### config.mk
export PLATFORM = sky130hd
export DESIGN_NAME = trm_fetch
export DESIGN_NICKNAME = d
export VERILOG_FILES = /design/src/rtl/trm_fetch_pkg.sv /design/src/rtl/trm_fetch_perf.sv /design/src/rtl/trm_fetch.sv
export SDC_FILE = /design/constraint.sdc
export NUM_CORES = 1
export LEC_CHECK = 0
export ABC_CLOCK_PERIOD_IN_PS = 2200
export CAP_MARGIN = 20
export CORE_MARGIN = 5
export CORE_UTILIZATION = 30
export DETAILED_ROUTE_END_ITERATION = 7
export PLACE_DENSITY = 0.77
export SYNTH_ARGS = -nofsm -noshare
export SYNTH_HDL_FRONTEND = slang
export SYNTH_SLANG_ARGS = --single-unit
### constraint.sdc
create_clock -name clk -period 2.2 [get_ports clk]
set_input_delay 0.33 -clock clk [delete_from_list [all_inputs] [get_ports clk]]
set_output_delay 0.33 -clock clk [all_outputs]
set_load 0.01 [all_outputs]
### src/rtl/trm_fetch_pkg.sv
// Shared defaults and types for the TRM fetch stage.
// Package: no logic, no latency, no flow control.
package trm_fetch_pkg;

  localparam int unsigned TRM_DW       = 36;
  localparam int unsigned TRM_AW       = 10;
  localparam int unsigned TRM_RESET_PC = 0;

  typedef logic [TRM_AW-1:0] pc_t;
  typedef logic [TRM_DW-1:0] instr_t;

  // The only fetch state is whether pmout carries a tagged word.
  typedef enum logic {
    F2_EMPTY = 1'b0,
    F2_FULL  = 1'b1
  } f2_state_e;

endpackage

### src/rtl/trm_fetch_perf.sv
// Fetch performance counters: completed handshakes and decode-stall cycles.
// Latency: counts visible one cycle after the event; no backpressure, wraps at 2^32.
module trm_fetch_perf (
  input  logic        clk,
  input  logic        rst,
  input  logic        ins_valid,
  input  logic        ins_ready,
  output logic [31:0] perf_fetched,
  output logic [31:0] perf_stall
);

  logic [31:0] fetched_q, fetched_d;
  logic [31:0] stall_q, stall_d;

  always_comb begin
    fetched_d = fetched_q;
    stall_d   = stall_q;
    if (ins_valid && ins_ready) fetched_d = fetched_q + 32'd1;
    if (ins_valid && !ins_ready) stall_d = stall_q + 32'd1;
  end

  always_ff @(posedge clk) begin
    if (!rst) begin
      fetched_q <= '0;
      stall_q   <= '0;
    end else begin
      fetched_q <= fetched_d;
      stall_q   <= stall_d;
    end
  end

  assign perf_fetched = fetched_q;
  assign perf_stall   = stall_q;

endmodule

### src/rtl/trm_fetch.sv
// TRM fetch stage: PC, combinational IM address, tagged instruction to decode (TRM_FETCH_PERF_EN adds counters).
// Latency: one cycle from pmadr to ins_valid; redirects land the following cycle.
// Backpressure: ins_ready low re-reads the held address so ins/ins_pc stay stable.
module trm_fetch
  import trm_fetch_pkg::*;
#(
  parameter int unsigned DW       = TRM_DW,
  parameter int unsigned AW       = TRM_AW,
  parameter int unsigned RESET_PC = TRM_RESET_PC
) (
  input  logic          clk,
  input  logic          rst,
  output logic [31:0]   pmadr,
  input  logic [DW-1:0] pmout,
  output logic [DW-1:0] ins,
  output logic [AW-1:0] ins_pc,
  output logic          ins_valid,
  input  logic          ins_ready,
  input  logic          br_valid,
  input  logic [AW-1:0] br_target,
`ifdef TRM_FETCH_PERF_EN
  input  logic          halt,
  output logic [31:0]   perf_fetched,
  output logic [31:0]   perf_stall
`else
  input  logic          halt
`endif
);

  localparam logic [AW-1:0] RST_PC = AW'(RESET_PC);
  localparam logic [AW-1:0] PC_ONE = AW'(1);

  f2_state_e     state_q, state_d;
  logic [AW-1:0] pc_q, pc_d;
  logic [AW-1:0] f2_pc_q, f2_pc_d;
  logic [AW-1:0] fetch_adr;
  logic          f2_valid;
  logic          advance;

  assign f2_valid = (state_q == F2_FULL);
  assign advance  = ~halt & (~f2_valid | ins_ready);

  // IM registers whatever we present, so a stall must re-present f2_pc.
  always_comb begin
    fetch_adr = f2_pc_q;
    if (!rst)          fetch_adr = RST_PC;
    else if (br_valid) fetch_adr = br_target;
    else if (advance)  fetch_adr = pc_q;
  end

  always_comb begin
    state_d = state_q;
    pc_d    = pc_q;
    f2_pc_d = f2_pc_q;
    if (br_valid) begin
      state_d = F2_FULL;
      f2_pc_d = br_target;
      pc_d    = br_target + PC_ONE;
    end else if (advance) begin
      state_d = F2_FULL;
      f2_pc_d = pc_q;
      pc_d    = pc_q + PC_ONE;
    end else if (halt && f2_valid && ins_ready) begin
      state_d = F2_EMPTY;
    end
  end

  always_ff @(posedge clk) begin
    if (!rst) begin
      state_q <= F2_EMPTY;
      pc_q    <= RST_PC;
      f2_pc_q <= RST_PC;
    end else begin
      state_q <= state_d;
      pc_q    <= pc_d;
      f2_pc_q <= f2_pc_d;
    end
  end

  assign pmadr  = {{(32-AW){1'b0}}, fetch_adr};
  assign ins    = pmout;
  assign ins_pc = f2_pc_q;
  // A flushed word is never offered, and nothing handshakes during reset.
  assign ins_valid = f2_valid & ~br_valid & rst;

`ifdef TRM_FETCH_PERF_EN
  trm_fetch_perf u_perf (
    .clk          (clk),
    .rst          (rst),
    .ins_valid    (ins_valid),
    .ins_ready    (ins_ready),
    .perf_fetched (perf_fetched),
    .perf_stall   (perf_stall)
  );
`endif

endmodule

**Word level (Yosys, flattened, before mapping)**

Index checks and enable logic that the tools add are counted.

- $add $sub $neg: 2
- Multiplexer cells: 8
- Reductions and logical operators: 4
- Bitwise gates (word level): 7

Operators with widths:

| cell | number |
|---|---|
| 2-to-1 mux 10 bit | 5 |
| adder 10 x 1 -> 10 bit (second input constant) | 2 |
| bitwise AND 1 bit | 3 |
| 2-to-1 mux 1 bit | 3 |
| NOT 1 bit | 3 |
| nonzero test 3 bit | 1 |
| logical AND 1 bit | 2 |
| nonzero test 2 bit | 1 |
| bitwise OR 1 bit | 1 |

- Output and inout port bits: 79
- Bits of input ports: 51
- Bits in registers: 21
- Logic and storage cells: 24

**Logic depth before layout (Yosys ltp)**

- Depth after elaboration: 6
- Mapped depth: 10
- Depth with buffers taken out: 8

**Least setup slack after synthesis**

Ideal clock, no wire load.

- Kind: input port to flip-flop
- From: input port br_valid
- To: register pc_q[6]
- Library setup time: 0.079 ns
- Stages on the path: 10
- Arrival: 2.033 ns
- Setup slack: 0.087 ns
- Path buffers: 3
- Required time: 2.121 ns
- Path through: buf_6 > clkbuf_1 > clkbuf_1 > o21ai_0 > ha_1 > inv_1 > a221oi_4 > nand3_1 > xor2_1 > a211oi_2

- Word-level cells in the longest chain between the ends: 1
- Elaborated cells between the ends (all ways): 2
- Those cells by class: mux: 1; reduce/logical: 1

RTL lines:

| what | line | text |
|---|---|---|
| from (decl) | trm_fetch.sv:19 | `input logic br_valid,` |
| 2-to-1 mux 10 bit or nonzero test 2 bit (tied branches) | -- |  |
| to (signal assigned) | trm_fetch.sv:75 | `pc_q <= pc_d;` |
| to (decl) | trm_fetch.sv:34 | `logic [AW-1:0] pc_q, pc_d;` |

Several ways; a longest one is shown, not always the timed one.
A chain may end at the register's enable or synchronous reset.

**Final worst setup path**

- From: input port ins_ready
- To: output port pmadr[8]

- Word-level cells in the longest chain between the ends: 5

RTL lines:

| what | line | text |
|---|---|---|
| from (decl) | trm_fetch.sv:18 | `input logic ins_ready,` |
| bitwise OR 1 bit | trm_fetch.sv:41 | `assign advance = ~halt & (~f2_valid \| ins_ready);` |
| bitwise AND 1 bit | trm_fetch.sv:41 |  |
| 2-to-1 mux 10 bit | trm_fetch.sv:48 | `else if (advance) fetch_adr = pc_q;` |
| 2-to-1 mux 10 bit (2 in series) | -- |  |
| to (decl) | trm_fetch.sv:13 | `output logic [31:0] pmadr,` |

Every way passes these cells.

==> impl_metrics.ini <==
[place]
port_buffers = 35
place.detailed.hpwl_mm = 2.94
place.gp.congestion = 0.807
dpl_cell_area_um2 = 1930
post-place-cells = 293

[global_routing]
overflow = 0
grt_pass1_wl_mm = 6.54
initial_antenna_violation_count = 0
pin_count_of_the_biggest_net_entering_global_routing = 20
global_route.usage.total = 0.109
vias_in_the_first_global_route = 1330

[clock_tree]
cts_tree = yes
clock_latency_at_the_later_pin_of_the_worst_skew_pair_ps = 260
numCtsBuffers = 3
h-tree-depth = 1
clock_tree.buffer_depth = 2
clk_pin_slew_worst_paths_ps = 80
cts.root.buffer_cell = sky130_fd_sc_hd__clkbuf_8
cts.sink_count = 21
holdBufCountCts = 0

[synth]
synth.most_common_cell = sky130_fd_sc_hd__buf_4
postSynthAreaPerCell_um2 = 8.29
synth-async-reset-ratio = 0
post_synth_main_area_contributors = sky130_fd_sc_hd__buf_4, sky130_fd_sc_hd__dfxtp_1, sky130_fd_sc_hd__mux2i_1, sky130_fd_sc_hd__xnor2_1, sky130_fd_sc_hd__nand2_1
synth_top_area_frac = 0.261
synth-seq-cells = 21
post_synth_most_frequent_cells = sky130_fd_sc_hd__buf_4, sky130_fd_sc_hd__dfxtp_1, sky130_fd_sc_hd__nand2_1, sky130_fd_sc_hd__mux2i_1, sky130_fd_sc_hd__o21ai_0
number_of_flops_mapped_to_enable_cells_by_yosys = 0
synth_cells = 201
syn_area_um2 = 1670
synthFlopType = sky130_fd_sc_hd__dfxtp_1
synth_warnings = 0
synth.distinct_cells = 39
synth_seq_area_share = 0.252
yosys.area.top_type = sky130_fd_sc_hd__buf_4

[power_and_ir_drop]
p_total_uw = 986
leakagePower_nw = 0.917
vdd_drop_max_mv = 0.389
powerDensity_nw_per_um2 = 478

[critical_path]
arrival_ps = 1810
setup.worst_path.start_class = input port
slowest_stage = sky130_fd_sc_hd__clkdlybuf4s50_1
path_class = in -> out
critical_path.cell_chain = clkdlybuf4s50_1 > nor2b_2 > nor2_4 > buf_4 > mux2i_1 > a211oi_2 > clkdlybuf4s15_1
worst_setup_path_end_kind = output pin
timing.critical_path.depth = 7
critical_path_peak_fanout = 4
critical-path-top-delay-family = buffers and inverters
worst-r2r-cell-count = 9
worst_path_largest_cell_delay_ps = 410
worst-endpoint-required_ps = 1870
critical_path_buf_inv_count = 3

[timing]
layout_worst_path_cycle_share = 0.971
layout_min_cycle_time_ps = 2140
skew_ps = 4.09
maxSlewViolCount = 0
clock.fmax_mhz = 468
setup-violations-final = 0
timing_hold_violations_final = 0

[floorplan]
pin_count = 130
dieHeight_um = 84.5
core.rowCount = 27
fp.dieArea_um2 = 7140
floorplan_core_area_um2 = 5440
chipWidth_um = 84.5
floorplan.initialDensity = 0.306

[cells_and_area]
area_growth_from_synthesis_to_layout_pct = 23.9
net_total_in_the_final_layout = 284
finalInstanceArea_um2 = 2060
stdcell_count = 303
post_route_cells_drive_above_1_share = 0.251
insertedDiodeCount = 0

[routing]
routed_wire_length_per_instance_um = 13.0
dr.pass1.iters = 4
vias_per_cell = 4.51
route.antenna.remaining_nets = 0
route.detailed.drc = 0
postRouteWirelength_mm = 3.95
dr.first_iter.drc_count = 76
vias = 1367

[job]
cap_violations = 0

[outcome]
outcome = complete, no violations

[min_path]
hold_class = in -> reg
whs_path_depth = 3
==> state kept, by name (all words and copies together) (netlist names) <==
name,cells
ins_pc,10
pc_q,10
f2_valid,1
==> logic make-up after synthesis <==
logic type / share of synthesized area
buf+inv: 0.297
fa+ha+maj: 0.00751
mux: 0.0601
simple gates: 0.151
compound gates: 0.162
flops: 0.252
xor+xnor: 0.0684
other cells: 0.00225
==> power breakdown <==
| group | switching (mW) | total, mW | leakage (nW) | internal (mW) |
|---|---|---|---|---|
| clock | 0.130 | 0.259 | 0.0228 | 0.129 |
| sequential | 0.0255 | 0.434 | 0.174 | 0.409 |
| combinational | 0.141 | 0.293 | 0.720 | 0.152 |
==> routing by layer <==
| layer | vias to the layer above | wire length (um) | global-route usage | part of all wire |
|---|---|---|---|---|
| met3 | 8 | 269 | 0.0314 | 0.068 |
| met4 | 0 | 32 | 0.0187 | 0.0081 |
| met5 | - | 0 | 0 | 0 |
| met1 | 642 | 1660 | 0.137 | 0.42 |
| li1 | 665 | - | - | - |
| met2 | 52 | 1990 | 0.188 | 0.50 |
==> area by class of cell <==
| class | count | area, um^2 |
|---|---|---|
| inverters | 5 | 18.8 |
| repair buffers | 71 | 614 |
| fillers | 559 | 3380 |
| clock buffers | 4 | 45.0 |
| flip-flops and latches | 21 | 420 |
| well taps | 72 | 90.1 |
| multi-input cells | 130 | 875 |
==> cells in the final DEF (no fill, tap or decap), types with 2 or more instances in the layout <==
master	instances
sky130_fd_sc_hd__nand3_2	2
sky130_fd_sc_hd__inv_1	4
sky130_fd_sc_hd__o211a_1	4
sky130_fd_sc_hd__nand2_1	19
sky130_fd_sc_hd__nand4_1	3
sky130_fd_sc_hd__xor2_1	4
sky130_fd_sc_hd__dfxtp_1	21
sky130_fd_sc_hd__clkdlybuf4s50_1	24
sky130_fd_sc_hd__dlygate4sd2_1	2
sky130_fd_sc_hd__and2_1	5
sky130_fd_sc_hd__xnor2_1	9
sky130_fd_sc_hd__a21oi_1	4
sky130_fd_sc_hd__a21oi_2	2
sky130_fd_sc_hd__buf_4	35
sky130_fd_sc_hd__o22ai_1	2
sky130_fd_sc_hd__mux2i_1	10
sky130_fd_sc_hd__a211oi_2	5
sky130_fd_sc_hd__clkdlybuf4s15_1	6
sky130_fd_sc_hd__clkbuf_8	3
sky130_fd_sc_hd__clkbuf_2	2
sky130_fd_sc_hd__nand2b_1	2
sky130_fd_sc_hd__o21ai_1	3
sky130_fd_sc_hd__nand3_1	4
sky130_fd_sc_hd__conb_1	22
sky130_fd_sc_hd__o21ai_0	8
sky130_fd_sc_hd__nor2_1	5
==> worst reg2reg max path, stage by stage (launching register included) <==
cell and delay [ps]:
sky130_fd_sc_hd__dfxtp_1 400, sky130_fd_sc_hd__inv_1 50, sky130_fd_sc_hd__o21ai_0 200, sky130_fd_sc_hd__ha_2 220, sky130_fd_sc_hd__inv_1 60, sky130_fd_sc_hd__a221oi_4 320
sky130_fd_sc_hd__buf_4 180, sky130_fd_sc_hd__a211o_1 110, sky130_fd_sc_hd__o21ai_1 60, sky130_fd_sc_hd__a211oi_2 170
==> stage by stage <==
step / utilization / hold WS [ps] / worst slack [ps] / TNS (ps)
2_1_floorplan: - / 468 / 87.2 / 0
3_3_place_gp: 0.356 / 548 / -266 / -2830
3_5_place_dp: 0.356 / 560 / -314 / -3080
4_1_cts: 0.370 / 571 / -5.26 / -5.26
5_1_grt: 0.379 / 581 / -28.0 / -28.0
6_report: 0.379 / 571 / 64.1 / 0
==> path summary, 6_finish.rpt <==
kind | start | to | slack (ps)
worst max register to register | pc_q[0] | pc_q[6] | 360
worst max-delay path | ins_ready | pmadr[8] | 60
worst min-delay path | br_valid | ins_pc[9] | 570
worst min register to register | pc_q[1] | pc_q[1] | 570
==> repair_timing <==
item / CTS / global route
resized for setup: 15 / 21
setup endpoints to repair: 11 / 13
buffers inserted: 4 / 2
pin swaps: 0 / 2
cloned: 1 / 0
Note: power is estimated with default switching activity, not from simulation.
